### config.mk
export PLATFORM = sky130hd
export DESIGN_NAME = dc_stage_flat
export DESIGN_NICKNAME = d
export VERILOG_FILES = /design/src/rtl/dc_stage_pkg.sv /design/src/rtl/dc_stage_if.sv /design/src/rtl/dc_field_decode.sv /design/src/rtl/dc_stage.sv /design/src/flat_wrapper.sv
export SDC_FILE = /design/constraint.sdc
export NUM_CORES = 1
export LEC_CHECK = 0
export ABC_AREA = 1
export CORE_MARGIN = 2
export CORE_UTILIZATION = 28
export DETAILED_ROUTE_END_ITERATION = 8
export PLACE_DENSITY = 0.47
export SETUP_SLACK_MARGIN = 0.4
export SYNTH_ARGS = -nofsm -noshare
export SYNTH_HDL_FRONTEND = slang
export SYNTH_SLANG_ARGS = --single-unit
### constraint.sdc
create_clock -name clk -period 1.4 [get_ports clk]
set_input_delay 0.14 -clock clk [delete_from_list [all_inputs] [get_ports clk]]
set_output_delay 0.14 -clock clk [all_outputs]
set_load 0.005 [all_outputs]
### src/rtl/dc_stage_pkg.sv
// +----------------------------------------------------------------------+
// | dc_stage_pkg : opcode codes, RV32 major opcodes, buffer state type    |
// | Rev 1.0                                                               |
// +----------------------------------------------------------------------+
`default_nettype none

package dc_stage_pkg;

    localparam int OP_W = 6;

    localparam logic TRUE  = 1'b1;
    localparam logic FALSE = 1'b0;

    localparam logic [6:0] MOP_LUI    = 7'b0110111;
    localparam logic [6:0] MOP_AUIPC  = 7'b0010111;
    localparam logic [6:0] MOP_JAL    = 7'b1101111;
    localparam logic [6:0] MOP_JALR   = 7'b1100111;
    localparam logic [6:0] MOP_BRANCH = 7'b1100011;
    localparam logic [6:0] MOP_LOAD   = 7'b0000011;
    localparam logic [6:0] MOP_STORE  = 7'b0100011;
    localparam logic [6:0] MOP_OPIMM  = 7'b0010011;
    localparam logic [6:0] MOP_OP     = 7'b0110011;

    // ILLEGAL is code 0 so a reset head register reads as ILLEGAL
    localparam logic [OP_W-1:0] OP_ILLEGAL = 6'd0;
    localparam logic [OP_W-1:0] OP_LUI   = 6'd1,  OP_AUIPC = 6'd2,  OP_JAL   = 6'd3,  OP_JALR  = 6'd4;
    localparam logic [OP_W-1:0] OP_BEQ   = 6'd5,  OP_BNE   = 6'd6,  OP_BLT   = 6'd7,  OP_BGE   = 6'd8;
    localparam logic [OP_W-1:0] OP_BLTU  = 6'd9,  OP_BGEU  = 6'd10;
    localparam logic [OP_W-1:0] OP_LB    = 6'd11, OP_LH    = 6'd12, OP_LW    = 6'd13, OP_LBU   = 6'd14;
    localparam logic [OP_W-1:0] OP_LHU   = 6'd15;
    localparam logic [OP_W-1:0] OP_SB    = 6'd16, OP_SH    = 6'd17, OP_SW    = 6'd18;
    localparam logic [OP_W-1:0] OP_ADDI  = 6'd19, OP_SLTI  = 6'd20, OP_SLTIU = 6'd21, OP_XORI  = 6'd22;
    localparam logic [OP_W-1:0] OP_ORI   = 6'd23, OP_ANDI  = 6'd24, OP_SLLI  = 6'd25, OP_SRLI  = 6'd26;
    localparam logic [OP_W-1:0] OP_SRAI  = 6'd27;
    localparam logic [OP_W-1:0] OP_ADD   = 6'd28, OP_SUB   = 6'd29, OP_SLL   = 6'd30, OP_SLT   = 6'd31;
    localparam logic [OP_W-1:0] OP_SLTU  = 6'd32, OP_XOR   = 6'd33, OP_SRL   = 6'd34, OP_SRA   = 6'd35;
    localparam logic [OP_W-1:0] OP_OR    = 6'd36, OP_AND   = 6'd37;

    typedef enum logic [1:0] {
        ST_EMPTY = 2'd0,
        ST_ONE   = 2'd1,
        ST_FULL  = 2'd2
    } fifo_st_e;

endpackage

`default_nettype wire

### src/rtl/dc_stage_if.sv
// +----------------------------------------------------------------------+
// | dc_stage_if : queue-side and dispatch-side handshake of the decoder   |
// | Rev 1.0                                                               |
// +----------------------------------------------------------------------+
`default_nettype none

interface dc_stage_if #(
    parameter int PC_WIDTH      = 32,
    parameter int DATA_WIDTH    = 32,
    parameter int REG_IDX_WIDTH = 5,
    parameter int OP_WIDTH      = 6
);
    logic                     in_valid;
    logic                     in_ready;
    logic [PC_WIDTH-1:0]      in_pc;
    logic [31:0]              in_instr;
    logic                     out_valid;
    logic                     out_ready;
    logic [PC_WIDTH-1:0]      out_pc;
    logic [OP_WIDTH-1:0]      out_op;
    logic [REG_IDX_WIDTH-1:0] out_rd;
    logic [REG_IDX_WIDTH-1:0] out_rs1;
    logic [REG_IDX_WIDTH-1:0] out_rs2;
    logic [DATA_WIDTH-1:0]    out_imm;
    logic                     out_is_sl;
    logic                     out_is_branch;
    logic                     out_is_jump;
    logic                     out_is_illegal;

    modport master (
        output in_valid, in_pc, in_instr, out_ready,
        input  in_ready, out_valid, out_pc, out_op, out_rd, out_rs1, out_rs2,
               out_imm, out_is_sl, out_is_branch, out_is_jump, out_is_illegal
    );

    modport slave (
        input  in_valid, in_pc, in_instr, out_ready,
        output in_ready, out_valid, out_pc, out_op, out_rd, out_rs1, out_rs2,
               out_imm, out_is_sl, out_is_branch, out_is_jump, out_is_illegal
    );
endinterface

`default_nettype wire

### src/rtl/dc_field_decode.sv
// +----------------------------------------------------------------------+
// | dc_field_decode : combinational RV32I instr -> op/regs/imm/flags      |
// | Rev 1.0                                                               |
// +----------------------------------------------------------------------+
`default_nettype none

module dc_field_decode
    import dc_stage_pkg::*;
#(
    parameter int DATA_WIDTH    = 32,
    parameter int REG_IDX_WIDTH = 5,
    parameter int OP_WIDTH      = 6,
    parameter bit SIGN_EXT_IMM  = 1'b1
) (
    input  wire logic [31:0]              i_instr,
    output logic      [OP_WIDTH-1:0]      o_op,
    output logic      [REG_IDX_WIDTH-1:0] o_rd,
    output logic      [REG_IDX_WIDTH-1:0] o_rs1,
    output logic      [REG_IDX_WIDTH-1:0] o_rs2,
    output logic      [DATA_WIDTH-1:0]    o_imm,
    output logic                          o_is_sl,
    output logic                          o_is_branch,
    output logic                          o_is_jump,
    output logic                          o_is_illegal
);
    logic [2:0]      w_f3;
    logic [6:0]      w_f7;
    logic            w_s;
    logic [31:0]     w_imm_i, w_imm_s, w_imm_b, w_imm_u, w_imm_j, w_imm_sh;
    logic [31:0]     w_imm32;
    logic [OP_W-1:0] w_op;
    logic            w_ok, w_use_rd, w_use_rs1, w_use_rs2, w_sl, w_br, w_jp;

    assign w_f3 = i_instr[14:12];
    assign w_f7 = i_instr[31:25];
    assign w_s  = i_instr[31];

    // Legacy mode exposes the raw, unshifted fields zero-extended
    assign w_imm_i  = SIGN_EXT_IMM ? {{20{w_s}}, i_instr[31:20]} : {20'b0, i_instr[31:20]};
    assign w_imm_s  = SIGN_EXT_IMM ? {{20{w_s}}, i_instr[31:25], i_instr[11:7]}
                                   : {20'b0, i_instr[31:25], i_instr[11:7]};
    assign w_imm_b  = SIGN_EXT_IMM ? {{19{w_s}}, w_s, i_instr[7], i_instr[30:25], i_instr[11:8], 1'b0}
                                   : {20'b0, w_s, i_instr[7], i_instr[30:25], i_instr[11:8]};
    assign w_imm_u  = SIGN_EXT_IMM ? {i_instr[31:12], 12'b0} : {12'b0, i_instr[31:12]};
    assign w_imm_j  = SIGN_EXT_IMM ? {{11{w_s}}, w_s, i_instr[19:12], i_instr[20], i_instr[30:21], 1'b0}
                                   : {12'b0, w_s, i_instr[19:12], i_instr[20], i_instr[30:21]};
    assign w_imm_sh = {27'b0, i_instr[24:20]};

    always_comb begin
        w_op      = OP_ILLEGAL;
        w_ok      = FALSE;
        w_use_rd  = FALSE;
        w_use_rs1 = FALSE;
        w_use_rs2 = FALSE;
        w_sl      = FALSE;
        w_br      = FALSE;
        w_jp      = FALSE;
        w_imm32   = 32'b0;
        case (i_instr[6:0])
            MOP_LUI:   begin w_op = OP_LUI;   w_ok = TRUE; w_use_rd = TRUE; w_imm32 = w_imm_u; end
            MOP_AUIPC: begin w_op = OP_AUIPC; w_ok = TRUE; w_use_rd = TRUE; w_imm32 = w_imm_u; end
            MOP_JAL:   begin w_op = OP_JAL;   w_ok = TRUE; w_use_rd = TRUE; w_imm32 = w_imm_j; w_jp = TRUE; end
            MOP_JALR: begin
                w_op = OP_JALR; w_ok = (w_f3 == 3'b000); w_use_rd = TRUE; w_use_rs1 = TRUE;
                w_imm32 = w_imm_i; w_jp = TRUE;
            end
            MOP_BRANCH: begin
                w_ok = TRUE; w_use_rs1 = TRUE; w_use_rs2 = TRUE; w_imm32 = w_imm_b; w_br = TRUE;
                case (w_f3)
                    3'b000:  w_op = OP_BEQ;
                    3'b001:  w_op = OP_BNE;
                    3'b100:  w_op = OP_BLT;
                    3'b101:  w_op = OP_BGE;
                    3'b110:  w_op = OP_BLTU;
                    3'b111:  w_op = OP_BGEU;
                    default: w_ok = FALSE;
                endcase
            end
            MOP_LOAD: begin
                w_ok = TRUE; w_use_rd = TRUE; w_use_rs1 = TRUE; w_imm32 = w_imm_i; w_sl = TRUE;
                case (w_f3)
                    3'b000:  w_op = OP_LB;
                    3'b001:  w_op = OP_LH;
                    3'b010:  w_op = OP_LW;
                    3'b100:  w_op = OP_LBU;
                    3'b101:  w_op = OP_LHU;
                    default: w_ok = FALSE;
                endcase
            end
            MOP_STORE: begin
                w_ok = TRUE; w_use_rs1 = TRUE; w_use_rs2 = TRUE; w_imm32 = w_imm_s; w_sl = TRUE;
                case (w_f3)
                    3'b000:  w_op = OP_SB;
                    3'b001:  w_op = OP_SH;
                    3'b010:  w_op = OP_SW;
                    default: w_ok = FALSE;
                endcase
            end
            MOP_OPIMM: begin
                w_ok = TRUE; w_use_rd = TRUE; w_use_rs1 = TRUE; w_imm32 = w_imm_i;
                case (w_f3)
                    3'b000: w_op = OP_ADDI;
                    3'b010: w_op = OP_SLTI;
                    3'b011: w_op = OP_SLTIU;
                    3'b100: w_op = OP_XORI;
                    3'b110: w_op = OP_ORI;
                    3'b111: w_op = OP_ANDI;
                    3'b001: begin w_op = OP_SLLI; w_ok = (w_f7 == 7'b0); w_imm32 = w_imm_sh; end
                    default: begin
                        w_op    = (w_f7 == 7'b0100000) ? OP_SRAI : OP_SRLI;
                        w_ok    = (w_f7 == 7'b0) || (w_f7 == 7'b0100000);
                        w_imm32 = w_imm_sh;
                    end
                endcase
            end
            MOP_OP: begin
                w_use_rd = TRUE; w_use_rs1 = TRUE; w_use_rs2 = TRUE;
                if (w_f7 == 7'b0) begin
                    w_ok = TRUE;
                    case (w_f3)
                        3'b000:  w_op = OP_ADD;
                        3'b001:  w_op = OP_SLL;
                        3'b010:  w_op = OP_SLT;
                        3'b011:  w_op = OP_SLTU;
                        3'b100:  w_op = OP_XOR;
                        3'b101:  w_op = OP_SRL;
                        3'b110:  w_op = OP_OR;
                        default: w_op = OP_AND;
                    endcase
                end else if (w_f7 == 7'b0100000) begin
                    w_op = (w_f3 == 3'b101) ? OP_SRA : OP_SUB;
                    w_ok = (w_f3 == 3'b000) || (w_f3 == 3'b101);
                end
            end
            default: w_ok = FALSE;
        endcase
    end

    // An illegal encoding carries no fields at all, so nothing stale can leak
    always_comb begin
        o_op         = w_ok ? OP_WIDTH'(w_op) : OP_WIDTH'(OP_ILLEGAL);
        o_rd         = (w_ok && w_use_rd)  ? REG_IDX_WIDTH'(i_instr[11:7])  : '0;
        o_rs1        = (w_ok && w_use_rs1) ? REG_IDX_WIDTH'(i_instr[19:15]) : '0;
        o_rs2        = (w_ok && w_use_rs2) ? REG_IDX_WIDTH'(i_instr[24:20]) : '0;
        o_imm        = '0;
        if (w_ok) begin
            if (SIGN_EXT_IMM) o_imm = DATA_WIDTH'($signed(w_imm32));
            else              o_imm = DATA_WIDTH'(w_imm32);
        end
        o_is_sl      = w_ok && w_sl;
        o_is_branch  = w_ok && w_br;
        o_is_jump    = w_ok && w_jp;
        o_is_illegal = !w_ok;
    end

endmodule

`default_nettype wire

### src/rtl/dc_stage.sv
// +----------------------------------------------------------------------+
// | dc_stage : registered RV32I decode stage with 2-entry skid buffer     |
// | Rev 1.0                                                               |
// +----------------------------------------------------------------------+
`default_nettype none

module dc_stage
    import dc_stage_pkg::*;
#(
    parameter int PC_WIDTH      = 32,
    parameter int DATA_WIDTH    = 32,
    parameter int REG_IDX_WIDTH = 5,
    parameter int OP_WIDTH      = 6,
    parameter bit SIGN_EXT_IMM  = 1'b1
) (
    input  wire logic clk,
    input  wire logic rst,
    input  wire logic flush,
    dc_stage_if.slave bus
);
    localparam int ENTRY_W = PC_WIDTH + OP_WIDTH + 3*REG_IDX_WIDTH + DATA_WIDTH + 4;

    logic [OP_WIDTH-1:0]      w_op;
    logic [REG_IDX_WIDTH-1:0] w_rd, w_rs1, w_rs2;
    logic [DATA_WIDTH-1:0]    w_imm;
    logic                     w_sl, w_br, w_jp, w_ill;
    logic [ENTRY_W-1:0]       w_entry;

    fifo_st_e                 r_state, w_state_nxt;
    logic                     r_in_ready;
    logic [ENTRY_W-1:0]       r_head, r_skid;
    logic                     w_push, w_pop, w_load_head, w_head_from_skid, w_load_skid;

    dc_field_decode #(
        .DATA_WIDTH    (DATA_WIDTH),
        .REG_IDX_WIDTH (REG_IDX_WIDTH),
        .OP_WIDTH      (OP_WIDTH),
        .SIGN_EXT_IMM  (SIGN_EXT_IMM)
    ) u_dec (
        .i_instr      (bus.in_instr),
        .o_op         (w_op),
        .o_rd         (w_rd),
        .o_rs1        (w_rs1),
        .o_rs2        (w_rs2),
        .o_imm        (w_imm),
        .o_is_sl      (w_sl),
        .o_is_branch  (w_br),
        .o_is_jump    (w_jp),
        .o_is_illegal (w_ill)
    );

    assign w_entry = {bus.in_pc, w_op, w_rd, w_rs1, w_rs2, w_imm, w_sl, w_br, w_jp, w_ill};
    assign w_push  = bus.in_valid && r_in_ready;
    assign w_pop   = (r_state != ST_EMPTY) && bus.out_ready;

    always_comb begin
        w_state_nxt      = r_state;
        w_load_head      = FALSE;
        w_head_from_skid = FALSE;
        w_load_skid      = FALSE;
        if (flush) begin
            w_state_nxt = ST_EMPTY;
        end else begin
            case (r_state)
                ST_EMPTY: if (w_push) begin w_state_nxt = ST_ONE; w_load_head = TRUE; end
                ST_ONE: begin
                    if (w_push && w_pop)  w_load_head = TRUE;
                    else if (w_push)      begin w_state_nxt = ST_FULL; w_load_skid = TRUE; end
                    else if (w_pop)       w_state_nxt = ST_EMPTY;
                end
                ST_FULL: if (w_pop) begin
                    w_state_nxt      = ST_ONE;
                    w_load_head      = TRUE;
                    w_head_from_skid = TRUE;
                end
                default: w_state_nxt = ST_EMPTY;
            endcase
        end
    end

    // in_ready is a flop of the next state, so out_ready never reaches it combinationally
    always_ff @(posedge clk or negedge rst) begin
        if (!rst) begin
            r_state    <= ST_EMPTY;
            r_in_ready <= 1'b0;
            r_head     <= '0;
            r_skid     <= '0;
        end else begin
            r_state    <= w_state_nxt;
            r_in_ready <= (w_state_nxt != ST_FULL);
            if (w_load_head) r_head <= w_head_from_skid ? r_skid : w_entry;
            if (w_load_skid) r_skid <= w_entry;
        end
    end

    assign bus.in_ready  = r_in_ready;
    assign bus.out_valid = (r_state != ST_EMPTY);
    assign {bus.out_pc, bus.out_op, bus.out_rd, bus.out_rs1, bus.out_rs2, bus.out_imm,
            bus.out_is_sl, bus.out_is_branch, bus.out_is_jump, bus.out_is_illegal} = r_head;

endmodule

`default_nettype wire

### src/flat_wrapper.sv
// flat-port wrapper written by rule: the top's interface ports become plain ports
module dc_stage_flat import dc_stage_pkg::*;
#(
    parameter int PC_WIDTH      = 32,
    parameter int DATA_WIDTH    = 32,
    parameter int REG_IDX_WIDTH = 5,
    parameter int OP_WIDTH      = 6,
    parameter bit SIGN_EXT_IMM  = 1'b1
)
  (clk, rst, flush, bus_in_valid, bus_in_pc, bus_in_instr, bus_out_ready, bus_in_ready, bus_out_valid, bus_out_pc, bus_out_op, bus_out_rd, bus_out_rs1, bus_out_rs2, bus_out_imm, bus_out_is_sl, bus_out_is_branch, bus_out_is_jump, bus_out_is_illegal);
  dc_stage_if #(.PC_WIDTH(PC_WIDTH), .DATA_WIDTH(DATA_WIDTH), .REG_IDX_WIDTH(REG_IDX_WIDTH), .OP_WIDTH(OP_WIDTH)) bus_i ();
  input  wire logic clk;
  input  wire logic rst;
  input  wire logic flush;
  input wire logic [$bits(bus_i.in_valid)-1:0] bus_in_valid;
  input wire logic [$bits(bus_i.in_pc)-1:0] bus_in_pc;
  input wire logic [$bits(bus_i.in_instr)-1:0] bus_in_instr;
  input wire logic [$bits(bus_i.out_ready)-1:0] bus_out_ready;
  output wire logic [$bits(bus_i.in_ready)-1:0] bus_in_ready;
  output wire logic [$bits(bus_i.out_valid)-1:0] bus_out_valid;
  output wire logic [$bits(bus_i.out_pc)-1:0] bus_out_pc;
  output wire logic [$bits(bus_i.out_op)-1:0] bus_out_op;
  output wire logic [$bits(bus_i.out_rd)-1:0] bus_out_rd;
  output wire logic [$bits(bus_i.out_rs1)-1:0] bus_out_rs1;
  output wire logic [$bits(bus_i.out_rs2)-1:0] bus_out_rs2;
  output wire logic [$bits(bus_i.out_imm)-1:0] bus_out_imm;
  output wire logic [$bits(bus_i.out_is_sl)-1:0] bus_out_is_sl;
  output wire logic [$bits(bus_i.out_is_branch)-1:0] bus_out_is_branch;
  output wire logic [$bits(bus_i.out_is_jump)-1:0] bus_out_is_jump;
  output wire logic [$bits(bus_i.out_is_illegal)-1:0] bus_out_is_illegal;
  assign bus_i.in_valid = bus_in_valid;
  assign bus_i.in_pc = bus_in_pc;
  assign bus_i.in_instr = bus_in_instr;
  assign bus_i.out_ready = bus_out_ready;
  assign bus_in_ready = bus_i.in_ready;
  assign bus_out_valid = bus_i.out_valid;
  assign bus_out_pc = bus_i.out_pc;
  assign bus_out_op = bus_i.out_op;
  assign bus_out_rd = bus_i.out_rd;
  assign bus_out_rs1 = bus_i.out_rs1;
  assign bus_out_rs2 = bus_i.out_rs2;
  assign bus_out_imm = bus_i.out_imm;
  assign bus_out_is_sl = bus_i.out_is_sl;
  assign bus_out_is_branch = bus_i.out_is_branch;
  assign bus_out_is_jump = bus_i.out_is_jump;
  assign bus_out_is_illegal = bus_i.out_is_illegal;
  dc_stage #(.PC_WIDTH(PC_WIDTH), .DATA_WIDTH(DATA_WIDTH), .REG_IDX_WIDTH(REG_IDX_WIDTH), .OP_WIDTH(OP_WIDTH), .SIGN_EXT_IMM(SIGN_EXT_IMM)) u_core (.clk(clk), .rst(rst), .flush(flush), .bus(bus_i));
endmodule
### After elaboration in Yosys (flattened, before gate mapping)

Cells that the tools add are included.

* bits in registers: 181
* bits in latches: 0
* memory bits (writable): 0
* ROM bits: 0
* output and inout bits: 91
* memories kept: 0

* $add $sub $neg: 0
* multipliers: 0
* div/mod/pow operators: 0
* order comparisons: 0
* equal/unequal tests: 20
* shifts and indexed selects: 0
* mux-type cells: 48
* bitwise operators: 0
* reduce and logical (&&, ||, !) cells: 28

Operators by type and width (count)
* $pmux 32 s6: 1
* $mux 89: 1
* $mux 32: 2
* $pmux 6 s9: 1
* $pmux 6 s7: 1
* $eq 7x6->1 const B: 4
* $pmux 4 s7: 1
* $mux 6: 4
* $pmux 4 s6: 1
* $eq 7x7->1 const B: 3
* $mux 1: 21
* $pmux 4 s5: 1
* $reduce_or 6->1: 3
* $mux 5: 3
* $pmux 5 s3: 1
* $eq 7x5->1 const B: 2
* $eq 3x3->1 const B: 4
* $mux 2: 6
* $logic_and 1x1->1: 9
* $reduce_or 3->1: 3
* $reduce_or 2->1: 4
* $eq 7x2->1 const B: 1
* $logic_not 7->1: 1
* $pmux 1 s7: 1
* 15 further kinds: 17

### Depth between registers and ports, before layout

Gate-level depths: netlist (run 1).

* depth in word-level cells: 8
* mapped depth: 13
* mapped depth without buffers: 13

### By module

From an unflattened synthesis (run 1), not the netlist that was laid out.

* cell total of the unflattened synthesis: 1446
* area, all modules: 9865.7 µm²

By module, submodules not included
* dc_stage: times used 1, cells each 1082, area each 8139.1 µm²
* dc_field_decode: times used 1, cells each 364, area each 1726.7 µm²

### Least setup slack after synthesis (run 1)

OpenSTA, ideal clock, no wires.

* kind: reg2reg
* from: reg u_core.r_in_ready (netlist: u_core.bus.in_ready)
* to: reg u_core.r_head[42]
* setup time: 0.116 ns
* data arrival time: 1.450 ns
* required time: 1.284 ns
* setup slack: -0.167 ns
* stages on the path, launching flop included: 11
* buffers on the path: 2
* period minus slack after synthesis: 1.567 ns
* path through: dfrtp_1 -> nand2_1 -> inv_1 -> nor2_1 -> nor2_1 -> nand2_1 -> buf_2 -> clkbuf_1 -> nor2_1 -> nand2_1 -> nand2_1

* cells in the longest elaborated chain, start to end: 5
* elaborated cells on any way between the ends: 6
* classes of those cells: mux: 4; reduce/logical: 2

RTL lines
* start: declaration: RTL line dc_stage.sv:30 `logic r_in_ready;`
* start signal: assignment: RTL line dc_stage.sv:90 `r_in_ready <= (w_state_nxt != ST_FULL);`
* $logic_and 1x1->1 *: RTL line dc_stage.sv:53 `assign w_push = bus.in_valid && r_in_ready;`
* $logic_and 1x1->1: RTL line dc_stage.sv:67 `if (w_push && w_pop) w_load_head = TRUE;`
* $mux 1: RTL line dc_stage.sv:67
* $pmux 1 s3 *: RTL line dc_stage.sv:64 `case (r_state)`
* $mux 1 *: RTL line dc_stage.sv:61 `if (flush) begin`
* end signal: assignment: RTL line dc_stage.sv:91 `if (w_load_head) r_head <= w_head_from_skid ? r_skid : w_entry;`
* end: declaration: RTL line dc_stage.sv:31 `logic [ENTRY_W-1:0] r_head, r_skid;`

Mark *: on every way between the ends. The rest lies on a longest branch, timed or not.
A chain may end at the register's enable or synchronous reset.

### Worst setup path after layout (run 1)

* from: reg u_core.r_state[1]
* to: reg u_core.r_head[56]

* cells in the longest elaborated chain, start to end: 6
* elaborated cells on any way between the ends: 13
* classes of those cells: eq/ne: 2; mux: 7; reduce/logical: 4

RTL lines
* start: declaration: RTL line dc_stage.sv:29 `fifo_st_e r_state, w_state_nxt;`
* start signal: assignment: RTL line dc_stage.sv:89 `r_state <= w_state_nxt;`
* $reduce_bool 2->1: RTL line dc_stage.sv:54 `assign w_pop = (r_state != ST_EMPTY) && bus.out_ready;`
* $logic_and 1x1->1: RTL line dc_stage.sv:54
* $logic_and 1x1->1 / $mux 1 (equally long branches): RTL line dc_stage.sv:67, dc_stage.sv:71
* $mux 1, on equally long branches: RTL line dc_stage.sv:67, dc_stage.sv:64
* $pmux 1 s3 / $mux 1 (equally long branches): RTL line dc_stage.sv:64, dc_stage.sv:61
* $mux 1 / $mux 89 (equally long branches): RTL line dc_stage.sv:61, dc_stage.sv:91

Several ways; a longest one is shown, not always the timed one.

==> results of run 1 <==
## cells in the mapped netlist (6+ instances only)
| cell type | n |
|---|---|
| dfrtp_1 | 181 |
| nor2_2 | 6 |
| nand2_1 | 525 |
| inv_1 | 27 |
| a21oi_1 | 43 |
| nand3_1 | 69 |
| nor2_1 | 139 |
| clkbuf_1 | 38 |
| o21ai_0 | 25 |
| buf_1 | 14 |
| nand3_2 | 6 |
| buf_2 | 7 |
| a2bb2oi_1 | 33 |
| o21ai_1 | 37 |
## power breakdown
part	internal (mW)	switching (mW)	total (mW)
Sequential	5.71	0.275	5.99
Clock	2.41	2.57	4.98
Combinational	1.61	1.36	2.98
## per-stage QoR
stage | setup WS (ns) | area [um2] | hold WS [ns]
2_1_floorplan | 0.0367 | 9290 | -0.156
3_3_place_gp | -0.792 | 12100 | 0.137
3_5_place_dp | -0.790 | 12100 | 0.135
4_1_cts | -0.236 | 14300 | 0.206
5_1_grt | -0.340 | 15400 | 0.247
6_report | -0.260 | 15400 | 0.213
## cell families (layout without fill, tap and decap cells)
group,Yosys count,after routing,share of synthesized area
flops,181,181,0.512
other cells,0,1,0
compound gates,144,144,0.0970
buf+inv,97,471,0.0472
simple gates,759,762,0.344
## registers in the layout, summed over array words and instances, names as in the netlist
signal,flops
u_core.r_head,89
u_core.r_skid,89
u_core.r_state,2
u_core.bus.in_ready,1
## area by class of cell
class	count	area, um2
antenna	1	2.50
clock buffer	17	425
clock inverter	15	180
fill	2952	15900
inverter	32	155
multi-input combinational	906	5180
sequential	181	4530
tap	402	503
timing repair buffer	407	4470
## worst max path at each step
stage / from / endpoint / slack (ns)
6_report: u_core.r_state[1]$_DFF_PN0_ / u_core.r_head[56]$_DFFE_PN0P_ / -0.26
5_1_grt: u_core.r_state[1]$_DFF_PN0_ / u_core.r_head[25]$_DFFE_PN0P_ / -0.34
4_1_cts: u_core.r_state[1]$_DFF_PN0_ / u_core.r_head[72]$_DFFE_PN0P_ / -0.24
3_5_place_dp: bus_in_instr[6] / u_core.r_head[9]$_DFFE_PN0P_ / -0.79
3_3_place_gp: bus_in_instr[3] / u_core.r_head[50]$_DFFE_PN0P_ / -0.79
2_1_floorplan: u_core.r_state[0]$_DFF_PN0_ / u_core.r_skid[17]$_DFFE_PN0P_ / 0.04
## critical path, stage by stage, from the launching register on
cell      delay [ns]
dfrtp_1         0.41
buf_6           0.15
nor2_4          0.13
nor2_4          0.06
buf_12          0.14
buf_12          0.13
nand2_8         0.11
clkinv_8        0.10
buf_16          0.15
o211ai_1        0.09
nand2_1         0.07
## layer usage
metal  global-route usage  part of all wire
met1                0.297              0.46
met2                0.328              0.47
met3               0.0439             0.054
met4               0.0644             0.019
met5                    0                 0
## repair_timing
action	in CTS	in global routing
setup endpoints to repair	272	272
buffers inserted	26	50
cloned	35	15
resized for setup	204	377
endpoints found under the hold margin	36	0
hold buffers	1	0
pin swaps	25	59
==> summary.md, run 1 <==
| Metric | Value |
|---|---|
| Status | finished with violations |
| Failing checks | negative setup slack |
| Cell Count Post-Placement | 1801 |
| P_leak | 7.89 nW |
| Setup repair after global routing missed its margin | true |
| Clock net sink count | 181 |
| Fraction of final layout cells sized beyond drive strength 1 | 0.413 |
| Vias in the first global route | 9016 |
| PwrDens | 903 mW/mm2 |
| Final wirelength | 36900 um |
| Number of slew-limit violations in the final report | 0 |
| Clock Latency Late Sink | 0.46 ns |
| Final antenna-violating net count | 0 |
| Final Skew | 0.0123 ns |
| Per-cell routed wire length | 18.8 um |
| Max IR drop VDD | 0.794 mV |
| Residual DRC | 0 |
| First-pass detailed-route iteration total | 7 |
| Routability-driven placement congestion ratio | 0.859 |
| Leading post-synthesis cells by cell area | dfrtp_1 51%, nand2_1 22%, nor2_1 5.9%, nand3_1 3.9%, a2bb2oi_1 3.3% |
| Worst reg-to-reg setup slack | -0.26 ns |
| Routed vias | 9481 |
| Number of library cell types mapped by synthesis | 29 |
| Power after layout | 13.9 mW |
| Number of flip-flops and latches in the synthesized netlist | 181 |
| Global-route usage over all layers | 0.211 |
| Width of the die | 182 um |
| Number of buffers created by CTS | 17 |
| Post-layout instance count excluding filler cells | 1961 |
| Number of nets in the finished design | 1614 |
| Antenna violations before repair | 1 |
| Final worst-path cycle share | 1.19 |
| Most used flip-flop cell after synthesis | dfrtp_1 |
| CTS H-tree lvls | 4 |
| Maximum buffer depth of the clock tree | 2 |
| Master cell of the clock root buffer | clkbuf_16 |
| Average size of a mapped cell | 7.49 um2 |
| Required time worst endpoint | 1.75 ns |
| Final Setup Violations | 180 |
| Vertical die dimension | 182 um |
| Die area | 0.0330 mm2 |
| Synthesis-to-finish area growth | 74.6% |
| Global-route wire length before repair | 53400 um |
| Worst flop-to-flop path endpoint | u_core.r_head[56]$_DFFE_PN0P_ |
| Commonest non-fill, non-tap cell in the layout | nand2_1 |
| Final global-route overflow total | 0 |
| Yosys top cell by area | dfrtp_1 |
| Clock edge transition at the registers on the reported setup and hold paths | 0.08 ns |
| Maximum number of pins on one net before global-route repair | 46 |
| Async SR Flop Fraction | 1.00 |
| Highest attainable clock frequency | 602 MHz |
| Worst EP arrival | 2.01 ns |
| Final period demand of the worst path | 1.66 ns |
| Per-cell via count in the routed design | 4.83 |
| Count of warnings emitted by yosys | 0 |
| Detailed Route Iter0 Violations | 611 |
| Net count of the mapped netlist | 1250 |
| Largest fanout on the critical path | 5 |
| Origin of the critical flop-to-flop path | u_core.r_state[1]$_DFF_PN0_ |
| Setup tns final | -31.63 ns |
| Floorplan core area | 0.0313 mm2 |
| Port Buffers | 159 |
| Sequential element share of the synthesized area | 0.512 |
| Total half-perimeter wirelength after legalization and detailed placement | 20300 um |
| Number of maximum-capacitance violations | 0 |
| Fin util | 0.493 |
| Worst min-delay path class | input port to async pin |
| Effective utilization at floorplan | 0.283 |
| Kind of launch point of the worst setup path | register |
| Std cell rows | 65 |
| CTS tree | built |
| Worst slew margin | 0.674 |
| Number of flops mapped to enable cells by yosys | 0 |
| Endpoint class of the critical path | register |
| Worst r2r path cells | 10 |
| Number of primary I/O pins | 160 |
| Slack of the critical path | -0.260 ns |
| Area share of the leading cell type in the synthesized netlist | 0.512 |
| Count of mapped cells out of synthesis | 1181 |
| Start-to-end type of the worst setup path | register to register |
| Cell area after technology mapping | 0.00885 mm2 |
| Measured slew at the worst slew-check pin | 0.487 ns |
| Hold violation total from the final report | 0 |
| Most frequent cells in the layout | 477 x nand2_1, 180 x dfrtp_1, 147 x buf_4, 83 x clkbuf_2, 66 x nor2_4 |
Power figures use the tool's default switching activity.
==> run 2, diff against run 1 <==
--- a/config.mk
+++ b/config.mk
@@ -6,7 +6,7 @@
 export NUM_CORES = 1
 export LEC_CHECK = 0
 export ABC_AREA = 1
-export CORE_MARGIN = 2
+export CORE_ASPECT_RATIO = 1.4
 export CORE_UTILIZATION = 28
 export DETAILED_ROUTE_END_ITERATION = 8
 export PLACE_DENSITY = 0.47
==> constraint.sdc (replaced) <==
create_clock -name clk -period 1.4 [get_ports clk]
set_input_delay 0.28 -clock clk [delete_from_list [all_inputs] [get_ports clk]]
set_output_delay 0.28 -clock clk [all_outputs]
set_load 0.005 [all_outputs]
==> run 2 against run 1 <==
The flow finishes with violations (design-rule violations, negative setup slack); sequential power about the same; clock-buffer cell count up 3; clock power down 1%; clock skew down 0.0015 ns; power down 0.75%; worst hold slack better by 0.074 ns; via count about the same; final cell count down 0.10%; non-clock buffer count up 14; setup slack better by 0.0075 ns; critical path depth down 1; largest power group unchanged.
==> summary.md, run 2 (synthesized netlist as in run 1, its figures left out) <==
| Metric | Value |
|---|---|
| CTS tree | built |
| Post-layout instance count excluding filler cells | 1959 (-0.10%) |
| Number of slew-limit violations in the final report | 0 (unchanged) |
| Clock net sink count | 181 (unchanged) |
| Worst r2r path cells | 9 (-1) |
| Per-cell via count in the routed design | 4.84 (+0.15%) |
| Final Setup Violations | 181 (+0.56%) |
| Registers with the most flip-flops | u_core.r_head: 89 flops, u_core.r_skid: 89 flops, u_core.r_state: 2 flops |
| Cell Count Post-Placement | 1800 (-0.056%) |
| PwrDens | 869 mW/mm2 (-3.7%) |
| Port Buffers | 159 (unchanged) |
| Residual DRC | 12 (+12) |
| Vias in the first global route | 9071 (+0.61%) |
| Setup repair after global routing missed its margin | true |
| Kind of launch point of the worst setup path | register |
| Final antenna-violating net count | 0 (unchanged) |
| Width of the die | 152 um (-16%) |
| Maximum number of pins on one net before global-route repair | 39 (-15%) |
| First element of the critical path | u_core.r_state[1]$_DFF_PN0_ |
| Global-route usage over all layers | 0.209 (-0.00214) |
| Detailed Route Iter0 Violations | 497 (-19%) |
| Clock edge transition at the registers on the reported setup and hold paths | 0.07 ns (about the same) |
| Worst slew margin | 0.785 (+0.111) |
| Commonest non-fill, non-tap cell in the layout | nand2_1 |
| Routability-driven placement congestion ratio | 0.926 (+7.8%) |
| Origin of the critical flop-to-flop path | u_core.r_state[1]$_DFF_PN0_ |
| Global-route wire length before repair | 51400 um (-3.6%) |
| Antenna violations before repair | 3 (+2) |
| Highest attainable clock frequency | 605 MHz (+0.46%) |
| Worst min-delay path class | input port to register |
| Antenna diode count | 0 (-1) |
| Std cell rows | 76 (+17%) |
| Worst flop-to-flop path endpoint | u_core.r_head[85]$_DFFE_PN0P_ |
| Final Skew | 0.0108 ns (-0.00148 ns) |
| Final global-route overflow total | 0 (unchanged) |
| Number of primary I/O pins | 160 (unchanged) |
| Required time worst endpoint | 1.74 ns (about the same) |
| Worst EP arrival | 1.99 ns (-0.02 ns) |
| Number of maximum-capacitance violations | 0 (unchanged) |
| Worst Hold Endpoint | u_core.r_skid[10]$_DFFE_PN0P_ |
| Largest fanout on the critical path | 7 (+2) |
| Total half-perimeter wirelength after legalization and detailed placement | 21000 um (+3.7%) |
| Die area | 0.0323 mm2 (-2.2%) |
| Final period demand of the worst path | 1.65 ns (-0.00754 ns) |
| Endpoint class of the critical path | register |
| Floorplan core area | 0.0309 mm2 (-1.3%) |
| Measured slew at the worst slew-check pin | 0.323 ns (-0.164 ns) |
| Most frequent cells in the layout | 427 x nand2_1, 181 x dfrtp_1, 166 x buf_4, 96 x nor2_4, 68 x nand2_2 |
| Maximum buffer depth of the clock tree | 2 (unchanged) |
| Final wirelength | 36000 um (-2.7%) |
| Fin Hold WS | 0.287 ns (+0.0736 ns) |
| Failing checks | design-rule violations, negative setup slack |
| Routed vias | 9486 (+0.053%) |
| First-pass detailed-route iteration total | 7 (unchanged) |
| Slack of the critical path | -0.252 ns (+0.00754 ns) |
| Number of nets in the finished design | 1625 (+0.68%) |
| Cell depth of the worst min-delay path | 4 |
| Status | finished with violations |
| Effective utilization at floorplan | 0.286 (+0.00372) |
| Worst reg-to-reg setup slack | -0.25 ns (about the same) |
| Clock Latency Late Sink | 0.46 ns (about the same) |
| Power after layout | 13.8 mW (-0.75%) |
| Synthesis-to-finish area growth | 79.9% |
| Max IR drop VDD | 0.738 mV (-7.0%) |
| Per-cell routed wire length | 18.4 um (-2.6%) |
| Fraction of final layout cells sized beyond drive strength 1 | 0.493 (+0.0800) |
| Start-to-end type of the worst setup path | register to register |
| Source of the worst hold timing path | bus_in_instr[26] |
| Vertical die dimension | 212 um (+17%) |
| Master cell of the clock root buffer | clkbuf_16 |
| P_leak | 7.96 nW (+1.0%) |
| Hold violation total from the final report | 0 (unchanged) |
| CTS H-tree lvls | 4 (unchanged) |
| Fin util | 0.515 (+0.0217) |
| Number of buffers created by CTS | 17 (unchanged) |
| Final worst-path cycle share | 1.18 (-0.00538) |
[run 2: cell types whose count changed in the layout (fill, tap and decap cells not counted), moves of 23 or more]
cell,change
nand2_2,+25
nor2_4,+30
nand2_4,+23
nand2_1,-50
buf_2,+38
nor2_1,-26
clkbuf_2,-24
[run 2: area by class of cell]
cell class	count	area, um2
fillers	2888	15000
multi-input cells	903	5760
flip-flops and latches	181	4530
repair buffers	421	4410
well taps	390	488
clock buffers	20	467
inverters	32	158
clock inverters	12	116
[run 2: worst max-delay path by stage]
stage                                         end
floorplan           u_core.r_head[44]$_DFFE_PN0P_
global placement    u_core.r_head[44]$_DFFE_PN0P_
detailed placement  u_core.r_head[45]$_DFFE_PN0P_
CTS                                bus_out_rs1[3]
global route        u_core.r_head[81]$_DFFE_PN0P_
finish              u_core.r_head[85]$_DFFE_PN0P_
[run 2: stage by stage]
stage          cell area (um2)  TNS (ns)  worst slack, ns
2_1_floorplan             9320     -1.76          -0.0423
6_report                 15900    -28.33           -0.252
5_1_grt                  15900    -40.92           -0.309
3_3_place_gp             12200   -120.75           -0.893
3_5_place_dp             12200   -123.06           -0.911
4_1_cts                  14100    -39.74           -0.232
[run 2: power breakdown]
part	total (mW)	internal, mW	switching (mW)
Combinational	2.96	1.59	1.37
Clock	4.91	2.63	2.28
Sequential	5.97	5.71	0.261
[run 2: repair_timing]
action,4_1_cts,5_1_grt
endpoints found under the setup margin,272,272
cloned,21,16
buffers inserted,38,51
hold buffers,1,0
endpoints found under the hold margin,21,0
pin swaps,35,59
resized for setup,351,473
[run 2: critical path, cell delays in order, from the launching register on]
cell and delay, ns:
dfrtp_1 0.41, nor2_2 0.15, buf_4 0.13, nor2_2 0.05
nor2_4 0.16, nand2_8 0.10, buf_12 0.17, clkbuf_16 0.19
a21oi_2 0.11, a2bb2oi_1 0.06
[run 2: layer usage]
| layer | track usage | part of all wire | routed length (um) |
|---|---|---|---|
| met5 | 0 | 0.00095 | 34 |
| met4 | 0.117 | 0.044 | 1570 |
| met3 | 0.0353 | 0.045 | 1630 |
| met2 | 0.363 | 0.51 | 18500 |
| met1 | 0.246 | 0.40 | 14200 |
==> run 3, diff against run 2 <==
--- a/config.mk
+++ b/config.mk
@@ -7,6 +7,7 @@
 export LEC_CHECK = 0
 export ABC_AREA = 1
 export CORE_ASPECT_RATIO = 1.4
+export CORE_MARGIN = 1.5
 export CORE_UTILIZATION = 28
 export DETAILED_ROUTE_END_ITERATION = 8
 export PLACE_DENSITY = 0.47
==> run 3 against run 2 <==
The run still ends with design-rule violations, negative setup slack left; register-to-register slack barely moved; design area rose by 3.3%; sequential power rose by 2%; non-clock buffer count rose by 38; core utilization rose by 1.7 points; clock power fell by 3%; maximum frequency barely moved; critical path depth rose by 1; clock-buffer cell count rose by 2; power rose by 2.3%; critical endpoint is now u_core.r_head[5]$_DFFE_PN0P_; largest cell class unchanged; highest routed layer unchanged.
==> summary.md, run 3 (synthesized netlist as in run 1, its figures left out) <==
| Metric | Value |
|---|---|
| Worst slew margin | 0.753 (-0.0317) |
| Width of the die | 153 um (+0.66%) |
| Master of the slowest instance on the critical path | dfrtp_1 |
| Most frequent cells in the layout | 369 x nand2_1, 183 x buf_4, 181 x dfrtp_1, 112 x nand2_2, 90 x buf_2 |
| Port Buffers | 159 (unchanged) |
| Fin Hold WS | 0.298 ns (+0.0113 ns) |
| Cell mode on critical path | nor2_4 |
| First-pass detailed-route iteration total | 7 (unchanged) |
| Std cell rows | 76 (unchanged) |
| PwrDens | 862 mW/mm2 (-0.89%) |
| Worst reg-to-reg setup slack | -0.25 ns (about the same) |
| Start-to-end type of the worst setup path | register to register |
| Master cell of the clock root buffer | clkbuf_16 |
| Required time worst endpoint | 1.79 ns (+0.05 ns) |
| P_leak | 8.35 nW (+4.9%) |
| Number of primary I/O pins | 160 (unchanged) |
| Destination of the critical timing path | u_core.r_head[5]$_DFFE_PN0P_ |
| Routing usage on met2 | 0.424 (+0.0610) |
| Power after layout | 14.2 mW (+2.3%) |
| Detailed Route Iter0 Violations | 488 (-1.8%) |
| Floorplan core area | 0.0309 mm2 (unchanged) |
| Worst r2r path cells | 10 (+1) |
| Routed vias | 9633 (+1.5%) |
| Clock Latency Late Sink | 0.45 ns (about the same) |
| Global-route usage over all layers | 0.230 (+0.0210) |
| Measured slew at the worst slew-check pin | 0.366 ns (+0.0436 ns) |
| Final wirelength | 38500 um (+7.1%) |
| Registers with the most flip-flops | u_core.r_head: 89 flops, u_core.r_skid: 89 flops, u_core.r_state: 2 flops |
| Per-cell routed wire length | 19.3 um (+5.0%) |
| Maximum buffer depth of the clock tree | 2 (unchanged) |
| Total half-perimeter wirelength after legalization and detailed placement | 21300 um (+1.1%) |
| Fin util | 0.532 (+0.0168) |
| Critical Path Stages | 10 (+1) |
| Clock net sink count | 181 (unchanged) |
| Failing checks | design-rule violations, negative setup slack |
| Final Skew | 0.00800 ns (-0.00279 ns) |
| Clock edge transition at the registers on the reported setup and hold paths | 0.07 ns (about the same) |
| CTS H-tree lvls | 4 (unchanged) |
| Post-layout instance count excluding filler cells | 1998 (+2.0%) |
| Number of maximum-capacitance violations | 0 (unchanged) |
| Largest fanout on the critical path | 8 (+1) |
| Synthesis-to-finish area growth | 85.7% |
| Residual DRC | 14 (+2) |
| Final global-route overflow total | 0 (unchanged) |
| Final period demand of the worst path | 1.65 ns (+0.00139 ns) |
| Final Setup Violations | 183 (+1.1%) |
| Worst EP arrival | 2.04 ns (+0.05 ns) |
| Maximum number of pins on one net before global-route repair | 44 (+13%) |
| Max IR drop VDD | 0.766 mV (+3.8%) |
| Effective utilization at floorplan | 0.286 (unchanged) |
| Fraction of final layout cells sized beyond drive strength 1 | 0.521 (+0.0279) |
| First element of the critical path | u_core.r_state[0]$_DFF_PN0_ |
| Kind of cell with the highest combined delay on the critical path | simple AND/OR/NAND/NOR gates |
| Final worst-path cycle share | 1.18 (about the same) |
| Origin of the critical flop-to-flop path | u_core.r_state[0]$_DFF_PN0_ |
| Post-Place Setup Slack | -1.06 ns (-0.145 ns) |
| Crit-path cells | nor2_2, buf_4, nor2_4, nor2_4, buf_12, nand2_8, buf_12, nor2_4, nand2_2, nand2_1 |
| Commonest non-fill, non-tap cell in the layout | nand2_1 |
| Number of nets in the finished design | 1667 (+2.6%) |
| Number of slew-limit violations in the final report | 0 (unchanged) |
| Vias in the first global route | 9837 (+8.4%) |
| Setup repair after global routing missed its margin | true |
| Cell Count Post-Placement | 1805 (+0.28%) |
| Vertical die dimension | 213 um (+0.47%) |
| Stage delay of the slowest cell on the critical path | 0.41 ns (about the same) |
| Antenna violations before repair | 1 (-2) |
| Kind of launch point of the worst setup path | register |
| Slack of the critical path | -0.254 ns (-0.00139 ns) |
| Peak-usage layer in the global routing report | met2 |
| Post-Place Cell Area | 0.0123 mm2 (+0.62%) |
| Met3 routing resource usage after global routing | 0.0394 (+0.00415) |
| Final cell area excluding filler cells | 0.0164 mm2 (+3.3%) |
| Worst flop-to-flop path endpoint | u_core.r_head[5]$_DFFE_PN0P_ |
| CTS tree | built |
| Final antenna-violating net count | 0 (unchanged) |
| Per-cell via count in the routed design | 4.82 (-0.43%) |
| Die area | 0.0327 mm2 (+1.1%) |
| Hold violation total from the final report | 0 (unchanged) |
| Endpoint class of the critical path | register |
| Antenna diode count | 0 (unchanged) |
| Routability-driven placement congestion ratio | 0.868 (-6.3%) |
| Buffers & Inverters on Critical Path | 3 (unchanged) |
| Met1 usage | 0.263 (+0.0172) |
| Global-route wire length before repair | 57100 um (+11%) |
| Number of buffers created by CTS | 17 (unchanged) |
| Worst min-delay path class | input port to async pin |
| Setup tns final | -30.88 ns (-2.55 ns) |
| Status | finished with violations |
| Highest attainable clock frequency | 605 MHz (about the same) |
==> run 3: cell count changes in the layout (fill, tap and decap cells not counted), sizes merged <==
cell,before,now
dlygate4sd2,1,7
nand2,530,534
inv,35,29
clkinvlp,2,5
clkdlybuf4s15,4,7
buf,288,384
clkinv,6,4
bufbuf,1,0
clkbuf,96,32
==> run 3: how the worst min path moves through the flow <==
stage	end	slack, ns	cells after the start
4_1_cts	u_core.r_head[85]$_DFFE_PN0P_	0.28	2
6_report	u_core.r_head[85]$_DFFE_PN0P_	0.30	2
5_1_grt	u_core.r_head[80]$_DFFE_PN0P_	0.29	2
3_5_place_dp	u_core.r_head[85]$_DFFE_PN0P_	0.20	1
2_1_floorplan	u_core.bus.in_ready$_DFF_PN0_	-0.02	0
3_3_place_gp	u_core.r_head[85]$_DFFE_PN0P_	0.20	1
==> run 3: worst register-to-register path, cell delays in order, from the launching register on <==
cell and delay [ns]:
dfrtp_1 0.41, nor2_2 0.14, buf_4 0.13, nor2_4 0.04
nor2_4 0.11, buf_12 0.18, nand2_8 0.16, buf_12 0.21
nor2_4 0.08, nand2_2 0.06, nand2_1 0.07
==> run 3: area by class of cell <==
type	instances	area, um2
clock buffers	22	474
inverters	32	174
well taps	390	488
clock inverters	7	75.1
multi-input cells	907	5760
flip-flops and latches	181	4530
repair buffers	459	4930
fillers	2852	14500
==> run 3: timing repair <==
action                     in CTS  in global routing
cloned                         36                 12
setup endpoints to repair     272                272
setup buffers                  80                 35
hold endpoints to repair       20                  0
gates resized for setup       701                232
hold buffers                    1                  0
pin swaps                      77                 60
==> run 3: where the power goes <==
part,switching [mW],leakage (nW),internal [mW]
combinational,1.48,5.72,1.87
sequential,0.360,2.38,5.72
clock,2.18,0.261,2.57
total,4.01,8.35,10.1
==> run 3: per-layer routing <==
layer / share of wire / up-vias
li1: - / 4636
met1: 0.39 / 4669
met2: 0.53 / 255
met3: 0.041 / 71
met4: 0.039 / 2
met5: 0.00034 / -
